==> src/rtl/reg_arb_pkg.sv <==
// rtl/reg_arb_pkg.sv - shared state encoding, widths and helpers for reg_write_arbiter
package reg_arb_pkg;

    localparam logic [1:0] ST_IDLE  = 2'd0;
    localparam logic [1:0] ST_GRANT = 2'd1;
    localparam logic [1:0] ST_HOLD  = 2'd2;

    localparam int HOLD_W = 4;

    function automatic int clog2(input int value);
        int r;
        r = 0;
        for (int i = 0; i < 31; i++) begin
            if ((1 << i) < value) begin
                r = i + 1;
            end
        end
        return r;
    endfunction

endpackage

==> src/rtl/rr_pick.sv <==
// rtl/rr_pick.sv - combinational round-robin pick starting one past last_id
module rr_pick
    import reg_arb_pkg::*;
#(
    parameter  int NREQ = 4,
    localparam int ID_W = clog2(NREQ)
) (
    input  logic [NREQ-1:0] req,
    input  logic [ID_W-1:0] last_id,
    output logic [ID_W-1:0] winner,
    output logic            any_req
);

    int              idx;
    logic [ID_W-1:0] cand;
    logic            found;

    always_comb begin
        winner  = '0;
        any_req = |req;
        found   = 1'b0;
        idx     = 0;
        cand    = '0;
        // Offset 1 first so the previous winner is visited last.
        for (int k = 1; k <= NREQ; k++) begin
            idx  = (int'(last_id) + k) % NREQ;
            cand = ID_W'(idx);
            if (!found && req[cand]) begin
                winner = cand;
                found  = 1'b1;
            end
        end
    end

endmodule

==> src/rtl/reg_write_arbiter.sv <==
// rtl/reg_write_arbiter.sv - round-robin writer for a shared enable-less data register
// Defining REG_ARB_STATS_EN adds per-requester saturating grant counters.
module reg_write_arbiter
    import reg_arb_pkg::*;
#(
    parameter  int                NREQ     = 4,
    parameter  int                DATA_W   = 32,
    parameter  int                HOLD_CYC = 2,
    parameter  logic [DATA_W-1:0] RST_VAL  = '0,
    localparam int                ID_W     = clog2(NREQ)
) (
    input  logic                     clk,
    input  logic                     rst_n,
    input  logic [NREQ-1:0]          req,
    input  logic [NREQ*DATA_W-1:0]   data_in,
`ifdef REG_ARB_STATS_EN
    input  logic                     stats_clr,
    output logic [NREQ*16-1:0]       grant_cnt,
`endif
    output logic [NREQ-1:0]          gnt,
    output logic [DATA_W-1:0]        reg_data,
    output logic                     reg_valid,
    output logic                     busy,
    output logic [ID_W-1:0]          last_id
);

    logic [1:0]        state_q, state_d;
    logic [ID_W-1:0]   win_q, win_d;
    logic [ID_W-1:0]   last_q, last_d;
    logic [HOLD_W-1:0] cnt_q, cnt_d;
    logic [DATA_W-1:0] data_q, data_d;

    logic [ID_W-1:0]   pick_win;
    logic              pick_any;

    rr_pick #(.NREQ(NREQ)) u_pick (
        .req     (req),
        .last_id (last_q),
        .winner  (pick_win),
        .any_req (pick_any)
    );

    always_comb begin
        state_d = state_q;
        win_d   = win_q;
        last_d  = last_q;
        cnt_d   = cnt_q;
        data_d  = data_q;
        case (state_q)
            ST_IDLE: begin
                if (pick_any) begin
                    win_d   = pick_win;
                    state_d = ST_GRANT;
                end
            end
            ST_GRANT: begin
                // Requester data is only guaranteed valid while gnt is high.
                data_d  = data_in[int'(win_q)*DATA_W +: DATA_W];
                last_d  = win_q;
                cnt_d   = HOLD_W'(HOLD_CYC - 1);
                state_d = ST_HOLD;
            end
            ST_HOLD: begin
                if (cnt_q == '0) begin
                    state_d = ST_IDLE;
                end else begin
                    cnt_d = cnt_q - HOLD_W'(1);
                end
            end
            default: state_d = ST_IDLE;
        endcase
    end

    always_ff @(posedge clk or negedge rst_n) begin
        if (!rst_n) begin
            state_q <= ST_IDLE;
            win_q   <= '0;
            last_q  <= ID_W'(NREQ - 1);
            cnt_q   <= '0;
            data_q  <= RST_VAL;
        end else begin
            state_q <= state_d;
            win_q   <= win_d;
            last_q  <= last_d;
            cnt_q   <= cnt_d;
            data_q  <= data_d;
        end
    end

    always_comb begin
        gnt = '0;
        if (state_q == ST_GRANT) begin
            gnt[win_q] = 1'b1;
        end
    end

    assign reg_data  = data_q;
    assign reg_valid = (state_q == ST_HOLD);
    assign busy      = (state_q != ST_IDLE);
    assign last_id   = last_q;

`ifdef REG_ARB_STATS_EN
    logic [15:0] gcnt_q [NREQ];
    logic [15:0] gcnt_d [NREQ];

    always_comb begin
        for (int i = 0; i < NREQ; i++) begin
            gcnt_d[i] = gcnt_q[i];
            if (stats_clr) begin
                gcnt_d[i] = '0;
            end else if (gnt[i] && gcnt_q[i] != 16'hFFFF) begin
                gcnt_d[i] = gcnt_q[i] + 16'd1;
            end
        end
    end

    always_ff @(posedge clk or negedge rst_n) begin
        if (!rst_n) begin
            for (int i = 0; i < NREQ; i++) begin
                gcnt_q[i] <= '0;
            end
        end else begin
            for (int i = 0; i < NREQ; i++) begin
                gcnt_q[i] <= gcnt_d[i];
            end
        end
    end

    always_comb begin
        grant_cnt = '0;
        for (int i = 0; i < NREQ; i++) begin
            grant_cnt[i*16 +: 16] = gcnt_q[i];
        end
    end
`endif

endmodule

==> config.mk <==
export PLATFORM = sky130hd
export DESIGN_NAME = reg_write_arbiter
export DESIGN_NICKNAME = d
export VERILOG_FILES = /design/src/rtl/reg_arb_pkg.sv /design/src/rtl/rr_pick.sv /design/src/rtl/reg_write_arbiter.sv
export SDC_FILE = /design/constraint.sdc
export NUM_CORES = 1
export LEC_CHECK = 0
export BUFFER_PORTS_ARGS = -buffer_cell sky130_fd_sc_hd__clkbuf_2
export CORE_MARGIN = 2
export CORE_UTILIZATION = 45
export DETAILED_ROUTE_END_ITERATION = 8
export PLACE_DENSITY_LB_ADDON = 0.05
export SLEW_MARGIN = 20
export SYNTH_ARGS = -nofsm -noshare
export SYNTH_HDL_FRONTEND = slang
export SYNTH_HIERARCHICAL = 1
export SYNTH_SLANG_ARGS = --single-unit
==> constraint.sdc <==
create_clock -name clk -period 3 [get_ports clk]
set_input_delay 0.15 -clock clk [delete_from_list [all_inputs] [get_ports clk]]
set_output_delay 0.15 -clock clk [all_outputs]
set_load 0.005 [all_outputs]
==> impl_results.md, run 1 <==
- Status: complete, no violations
- Num Clock Sinks: 42
- Most common cell in the netlist: mux2i_1
- Core Box Area: 5507 µm²
- RSZ-0062 raised after global routing: false
- Root Buffer: clkbuf_8
- Placed inst area: 3431 µm²
- HP Start: data_in[18]
- Nets: 548
- Non-filler cells, final: 486
- Sequential element share of the synthesized area: 0.4093
- Clock skew: 10.54 ps
- Synth Warn #: 6
- # DRC: 0
- Maxcap violations: 0
- Fillers: 483
- Pwr Density: 881.3 nW/µm²
- Synth area leader: dfrtp_1
- First-pass GRT wire length: 10720 µm
- Placed insts: 477
- Worst slew margin: 0.5352
- Via count: 2561
- Drt first pass iters: 4
- Area grow syn2layout: 36.90%
- GRT Residual Overflow: 0
- Initial antenna violation count: 0
- CTS tree: done
- Mapped cell area: 2574 µm²
- Ys flop type: dfrtp_1
- Hold WS: 168.4 ps
- Synth cell types: 33
- Crit path largest cell delay: 510 ps
- Post-synth EDFFs: 0
- I/O pins: 174
- Number of global-route vias before repair: 2339
- Setup Fix Bufs, Post-CTS: 0
- PortBufs: 173
- #FFs+latches synth: 42
- Hold crit path type: in2reg
- CP Cell Sequence: and2b_2, nand2_2, nor2_1, clkbuf_2
- DR WL/cell: 14.25 µm
- # diodes: 0
- Final instance area: 3523 µm²
- Die Y: 79.63 µm
- GRT Total Usage: 0.2143
- Crit share post-route: 0.6513
- R2r endpoint: reg_data[15]
- Flop2flop setup slack: 1150 ps
- Remaining antenna violation count: 0
- CP Launch Type: flip-flop
- CP startpoint: state_q[1]
- Post-route setup TNS: 0 ps
- Synth top area share: 0.3889
- Largest net degree at the start of global routing: 46
- Dpl hpwl: 5288 µm
- Post-synth ARST share: 1.000
- Post-DR vias/cell: 5.270
- Crit path DAT: 1800 ps
- Most frequent cells after synthesis: mux2i_1 (65), nand2_1 (42), dfrtp_1 (40), o221ai_1 (32), buf_2 (13)
- CP endpoint kind: output port
- VDD IR-drop max: 0.4408 mV
- Syn_nets: 383
- Gpl congestion: 0.8005
- Top cells by area, synth: dfrtp_1 (39%), mux2i_1 (25%), o221ai_1 (11%)
- Die W: 79.63 µm
- Std cell rows: 27
- Setup-failing EPs final: 0
- CTS Buf Count: 5
- CP max FO: 34
- Drt total wl: 6925 µm
- Slew Limit Fails: 0
- WS Path Type: reg2out
- Starting Density: 0.4674
- Die area: 6340 µm²
- CP max stage cell: dfrtp_1
- Leakage power: 1.962 nW
- Reg-to-Reg Start: state_q[1]
- Multi-input combinational cell area: 1358 µm²
- Clock-pin slew on the worst setup and hold paths: 90 ps
- Fmax: 0.5118 GHz
- 1st-iter DRT viols: 89
- Worst hold path endpoint: reg_data[18]
- Worst Reg-to-Reg Cells: 4
- Hold Vio Cnt, Final: 0
- Post-Syn Instances: 248
- Syn avg cell area: 10.38 µm²
- CTS H-tree depth: 2
- Hold Path Stages: 3
- Clk_lat worst skew: 290 ps
- Max Root-Sink Buffers: 2
- Share of cells above drive strength 1: 0.4710
- Min cycle time layout: 1954 ps
- Worst slew pin tran: 697.3 ps
- Worst Path Required: 2850 ps
- FF/Latch Area: 1057 µm²
-- metrics by stage --
step                  util  setup WS [ps]  total power [mW]
finish              0.6399           1046             3.105
global placement    0.6230           1166             2.741
CTS                 0.6399           1018             3.144
floorplan                -           1673             2.264
detailed placement  0.6230           1172             2.779
global route        0.6399          879.7             3.365
-- cell type report --
type                    count  share of cell area
clock buffers               6             0.02060
clock inverters             2            0.002841
inverters                   6            0.006392
multi-input cells         179              0.3853
flip-flops and latches     42              0.3001
well taps                  72             0.02557
repair buffers            179              0.2592
-- sequential cells by signal (all words and copies together), names as in the netlist --
signal	flops
win_q	2
reg_data	32
state_q	2
last_id	2
cnt_q	4
-- power by group --
group          total, mW  internal [mW]  switching (mW)  leakage (nW)
Clock              0.356          0.162           0.194        0.0450
Sequential          1.19          0.858           0.328         0.513
Combinational       1.56          0.819           0.745          1.40
-- worst max path at each step --
stage / to / slack [ps] / cells after the start
after CTS: gnt[1] / 1020 / 4
after global routing: gnt[1] / 880 / 4
after global placement: reg_data[5] / 1170 / 4
after floorplan: cnt_q[0] / 1670 / 5
after detailed placement: reg_data[22] / 1170 / 4
final: gnt[1] / 1050 / 4
-- layer usage --
| metal | share of wire | wire [µm] | track usage |
|---|---|---|---|
| met1 | 0.40 | 2802 | 0.2690 |
| met2 | 0.50 | 3438 | 0.3706 |
| met3 | 0.082 | 566 | 0.04412 |
| met4 | 0.017 | 119 | 0.06379 |
| met5 | 0 | 0 | 0 |
-- worst max-delay path: cells and delay by family (launching register included) --
family	cells	cell delay, ps
simple gates	3	860
flops	1	510
buf+inv	1	140
-- cell usage in the layout, fill, tap and decap left out, types with 2 or more instances in the layout --
cell	synthesis	final
inv_1	6	6
mux2_2	2	2
buf_4	4	5
clkbuf_2	0	173
nand2_1	42	42
clkbuf_8	0	5
dfstp_2	2	2
nor2b_1	2	2
a31oi_1	2	2
a21oi_1	3	3
dfrtp_1	40	39
nand2b_1	5	5
o211ai_1	2	2
mux2i_1	65	65
nor2_1	7	7
clkinv_2	0	2
o221ai_1	32	32
-- cell families after synthesis --
group,count (synthesis),share of synthesized area
DFF,42,0.4093
buffers and inverters,27,0.06320
AOI/OAI and AO/OA,46,0.1483
muxes,67,0.2615
adders and majority gates,1,0.004861
and+or+nand+nor,65,0.1128
-- what timing repair did --
item	in CTS	in global routing
hold buffers	1	0
endpoints found under the hold margin	21	0
gates resized for setup	0	0
No activity file was read; power rests on OpenSTA's default activity.
==> run 2, diff against run 1 <==
- CORE_UTILIZATION: 45 -> 38
- clock period: 3 -> 1.66 ns (I/O delays scaled with it)
==> run 2 against run 1 <==
Wire length up 2.6%; clock skew down 4.6 ps; critical path depth up 1; cell area up 4.9%; first-iteration DRC count up 2.2%; cell count up 3.1%; flip-flop and latch count unchanged; register-to-register slack worse by 950 ps; via count down 1.4%; non-clock buffer count up 10.
==> impl_results.md, run 2 (synthesis gave the netlist of run 1 again) <==
- P_int: 3.862 mW
- CP Cell Sequence: and2b_2, nand2_2, buf_4, nor2_1, clkbuf_2
- Drt total wl: 7106 µm
- Leakage power: 2.042 nW
- Num Clock Sinks: 42
- Number of global-route vias before repair: 2379
- Crit share post-route: 0.9464
- Drt first pass iters: 4
- RSZ-0062 raised after global routing: false
- CP max stage cell: dfrtp_2
- FF/Latch Area: 1060 µm²
- Die Y: 86.30 µm
- Starting Density: 0.3985
- Post-route setup TNS: 0 ps
- DR WL/cell: 14.18 µm
- Largest net degree at the start of global routing: 43
- Slew Limit Fails: 0
- CP Launch Type: flip-flop
- VDD IR-drop max: 0.6863 mV
- Core Box Area: 6459 µm²
- Via count: 2525
- PortBufs: 173
- Fillers: 609
- Status: complete, no violations
- Most frequent cells in the layout: clkbuf_2 (173), mux2i_1 (65), nand2_1 (42)
- I/O pins: 174
- Pwr Density: 1671 nW/µm²
- GRT Total Usage: 0.1889
- Maxcap violations: 0
- Post-DR vias/cell: 5.040
- Comb power frac: 0.528
- Share of cells above drive strength 1: 0.4906
- Dpl ws: 194.8 ps
- CP delay by family, top: flip-flops
- Multi-input combinational cell area: 1358 µm²
- GRT Residual Overflow: 0
- # diodes: 0
- Die W: 86.30 µm
- Std cell rows: 29
- Worst slew pin tran: 547.3 ps
- Clock-pin slew on the worst setup and hold paths: 80 ps
- CP endpoint kind: output port
- CP Buf/Inv Count: 2
- Final WS setup: 89.03 ps
- Net Sw Power: 2.316 mW
- Clk_lat worst skew: 290 ps
- Hold crit path type: in2reg
- CTS H-tree depth: 2
- Max Root-Sink Buffers: 2
- 1st-iter DRT viols: 91
- Hold Vio Cnt, Final: 0
- First-pass GRT wire length: 11120 µm
- Initial antenna violation count: 0
- Gpl congestion: 0.7666
- Min cycle time layout: 1571 ps
- Crit path DAT: 1490 ps
- Area grow syn2layout: 43.61%
- Crit path largest cell delay: 460 ps
- Sequential power share: 0.311
- Remaining antenna violation count: 0
- Sw Ratio: 0.3749
- Root Buffer: clkbuf_8
- Clock skew: 5.949 ps
- CTS Buf Count: 5
- Die area: 7447 µm²
- Max FFs per register: 32
- Setup-failing EPs final: 0
- CP max FO: 16
- Clock Power Share: 0.161
- Dpl hpwl: 5474 µm
- CTS tree: done
- Nets: 558
- WS Path Type: reg2out
- Fmax: 0.6365 GHz
- # DRC: 0
- Worst slew margin: 0.6351
- Worst Path Required: 1580 ps
- Commonest non-fill, non-tap cell in the layout: clkbuf_2
==> run 2: tightest hold or removal path, delay by kind of cell <==
family	cells	cell delay (ps)
buffers and inverters	1	70
AO/OA/AOI/OAI	1	150
multiplexers	1	60
==> run 2: stage by stage <==
step,std cells,hold WS [ps],cell area (µm²),utilization,power [mW]
after detailed placement,486,189.0,3492,0.5407,5.171
after global placement,486,195.1,3492,0.5407,5.106
final,501,110.2,3696,0.5723,6.178
after floorplan,248,-212.6,2574,-,4.092
after CTS,495,99.66,3646,0.5645,6.184
after global routing,501,109.1,3696,0.5723,6.681
==> run 2: cell type report <==
cell class	count	share of cell area
clock buffers	6	0.02234
inverters	6	0.006093
flip-flops and latches	42	0.2867
multi-input cells	179	0.3673
repair buffers	189	0.2752
well taps	77	0.02607
clock inverters	2	0.01625
==> run 2: layer usage <==
metal | global-route usage | part of all wire | vias to the layer above
li1 | - | - | 1270
met1 | 0.2340 | 0.42 | 1149
met2 | 0.3326 | 0.51 | 99
met3 | 0.03810 | 0.059 | 7
met4 | 0.05682 | 0.014 | 0
met5 | 0 | 0 | -
==> run 2: worst paths after layout <==
check                           slack (ps)  cells after the start   startpoint           end
worst min register to register         490                      2  reg_data[6]   reg_data[6]
worst min-delay path                   110                      3  data_in[14]  reg_data[14]
worst max-delay path                    90                      5   state_q[1]        gnt[1]
worst max register to register         200                      5     cnt_q[0]      cnt_q[0]
max in group asynchronous              850                      3        rst_n      win_q[1]
min in group asynchronous              390                      3        rst_n      cnt_q[2]
==> run 2: what timing repair did <==
item	in CTS	in global routing
setup endpoints to repair	2	2
gates resized for setup	1	2
endpoints found under the hold margin	40	0
setup buffers	0	6
hold buffers	1	0
pin swaps	0	0
==> run 2: power by group through the flow <==
stage	logic [mW]	clock network (mW)	registers, mW
floorplan	2.23	0	1.86
global placement	3.17	0	1.93
detailed placement	3.24	0	1.93
CTS	3.23	1.02	1.93
global route	3.62	1.06	2.00
finish	3.26	0.996	1.92
==> run 3, diff against run 2 <==
- CELL_PAD_IN_SITES_DETAIL_PLACEMENT: unset -> 2
- CELL_PAD_IN_SITES_GLOBAL_PLACEMENT: unset -> 2
- CORE_UTILIZATION: 38 -> 21
==> run 3 against run 2 <==
Sequential power barely moved; register-to-register slack improved by 40 ps; clock power fell by 5.1%; via count rose by 4.5%; total power rose by 1.5%; non-clock buffer count fell by 4; count of clock-buffer cells in the layout rose by 1; critical path type unchanged.
==> impl_results.md, run 3 (synthesis gave the netlist of run 1 again) <==
- Non-filler cells, final: 566
- Share of cells above drive strength 1: 0.4797
- Sequential power share: 0.311
- Via count: 2638
- Dpl hpwl: 7308 µm
- HP Start: data_in[4]
- 1st-iter DRT viols: 38
- Worst slew margin: 0.7651
- Worst slew pin tran: 348.0 ps
- Core Box Area: 12010 µm²
- Number of global-route vias before repair: 2803
- Leakage power: 2.032 nW
- Hold Vio Cnt, Final: 0
- RSZ-0062 raised after global routing: true
- CTS tree: done
- Root Buffer: clkbuf_16
- Commonest non-fill, non-tap cell in the layout: clkbuf_2
- CP max FO: 23
- WS Path Type: reg2out
- GRT Total Usage: 0.1407
- Reg-to-Reg Start: cnt_q[0]
- Clock skew: 5.041 ps
- Sw Ratio: 0.3998
- CP Launch Type: flip-flop
- Die Y: 114.7 µm
- First-pass GRT wire length: 14410 µm
- Placed insts: 558
- Maxcap violations: 0
- Clock Power Share: 0.151
- Area grow syn2layout: 46.43%
- Setup-failing EPs final: 0
- Max FFs per register: 32
- Hold crit path type: in2reg
- Clk_lat worst skew: 290 ps
- CP max stage cell: dfrtp_2
- Die W: 114.7 µm
- Net Sw Power: 2.507 mW
- Worst hold path endpoint: reg_data[4]
- GRT Residual Overflow: 0
- Min cycle time layout: 1597 ps
- Remaining antenna violation count: 0
- Initial antenna violation count: 0
- Hold WS: 111.5 ps
- P_int: 3.764 mW
- Clock-pin slew on the worst setup and hold paths: 60 ps
- Post-route setup TNS: 0 ps
- Crit path DAT: 1510 ps
- R2r endpoint: cnt_q[0]
- Drt total wl: 9438 µm
- Die area: 13160 µm²
- CP Cell Sequence: and2b_2, nand2b_1, buf_12, nor2_1, clkbuf_2
- Max Root-Sink Buffers: 2
- Starting Density: 0.2143
- Nets: 554
- Hold Path Stages: 3
- Num Clock Sinks: 42
- CTS H-tree depth: 2
- Gpl congestion: 0.6996
- Post-DR vias/cell: 4.661
- VDD IR-drop max: 0.4865 mV
- DR WL/cell: 16.67 µm
- Worst Path Required: 1580 ps
- Crit path largest cell delay: 470 ps
- CP endpoint kind: output port
- Std cell rows: 40
- Fillers: 1389
- Flop2flop setup slack: 240 ps
- Worst Reg-to-Reg Cells: 5
- Crit share post-route: 0.9621
- Slew Limit Fails: 0
- Drt first pass iters: 4
- Pwr Density: 1664 nW/µm²
- # DRC: 0
- Fmax: 0.6262 GHz
- PortBufs: 173
- Most frequent cells in the layout: clkbuf_2 (173), mux2i_1 (65), nand2_1 (42)
- # diodes: 0
- Comb power frac: 0.538
- Largest net degree at the start of global routing: 34
- Pwr Total: 6.271 mW
- I/O pins: 174
- Status: complete, no violations
- CTS Buf Count: 5
[run 3: changes by cell type in the layout (fill, tap and decap cells not counted)]
cell / previous run / this run
nor3b_1: 1 / 0
buf_12: 2 / 4
dfrtp_2: 2 / 1
bufinv_16: 2 / 0
dfrtp_1: 37 / 38
clkbuf_16: 0 / 5
buf_6: 1 / 0
clkbuf_8: 6 / 0
buf_4: 12 / 7
nor3b_2: 0 / 1
clkbuf_1: 0 / 2
[run 3: worst max-delay path: cells and delay by family (launching register included)]
family                 cells  cell delay (ps)
DFF                        1              470
buffers and inverters      2              310
and+or+nand+nor            3              440
[run 3: metrics by stage]
| stage | util | area [µm²] | setup WS [ps] |
|---|---|---|---|
| global route | 0.3138 | 3769 | -33.67 |
| detailed placement | 0.3014 | 3620 | 133.5 |
| finish | 0.3138 | 3769 | 62.98 |
| CTS | 0.3132 | 3762 | 2.651 |
| global placement | 0.3014 | 3620 | 225.9 |
| floorplan | - | 2574 | 332.7 |
[run 3: how the worst max path moves through the flow]
stage / from / endpoint / slack [ps]
2_1_floorplan: cnt_q[0] / cnt_q[0] / 330
3_3_place_gp: cnt_q[0] / cnt_q[0] / 230
3_5_place_dp: cnt_q[1] / cnt_q[0] / 130
4_1_cts: state_q[0] / gnt[0] / 3
5_1_grt: state_q[0] / gnt[0] / -30
6_report: state_q[0] / gnt[0] / 60
[run 3: timing repair]
item,4_1_cts,5_1_grt
hold buffers,1,0
hold endpoints to repair,8,0
gates resized for setup,0,2
setup buffers,0,0
setup endpoints to repair,0,3
[run 3: final cells by class]
class                           count  area (µm²)  share of cell area
Clock buffer                        7       132.6             0.03519
Inverter                            6       22.52            0.005976
Multi-Input combinational cell    179        1363              0.3616
Sequential cell                    42        1059              0.2809
Tap cell                          147       183.9             0.04880
Timing Repair Buffer              185        1008              0.2676
[run 3: metal layers]
metal  routed length [µm]  share of wire  vias up  global-route usage
met1                 4136           0.44     1251              0.1805
met4                  160          0.017        0             0.04578
li1                     -              -     1261                   -
met2                 4381           0.46      116              0.2296
met5                    0              0        -                   0
met3                  760          0.081       10             0.03970
[run 3: power by group through the flow]
stage / combinational [mW] / clock, mW / sequential (mW)
finish: 3.37 / 0.945 / 1.95
CTS: 3.50 / 0.989 / 1.97
detailed placement: 3.50 / 0 / 1.98
global route: 3.78 / 1.03 / 2.05
floorplan: 2.23 / 0 / 1.86
global placement: 3.44 / 0 / 1.95
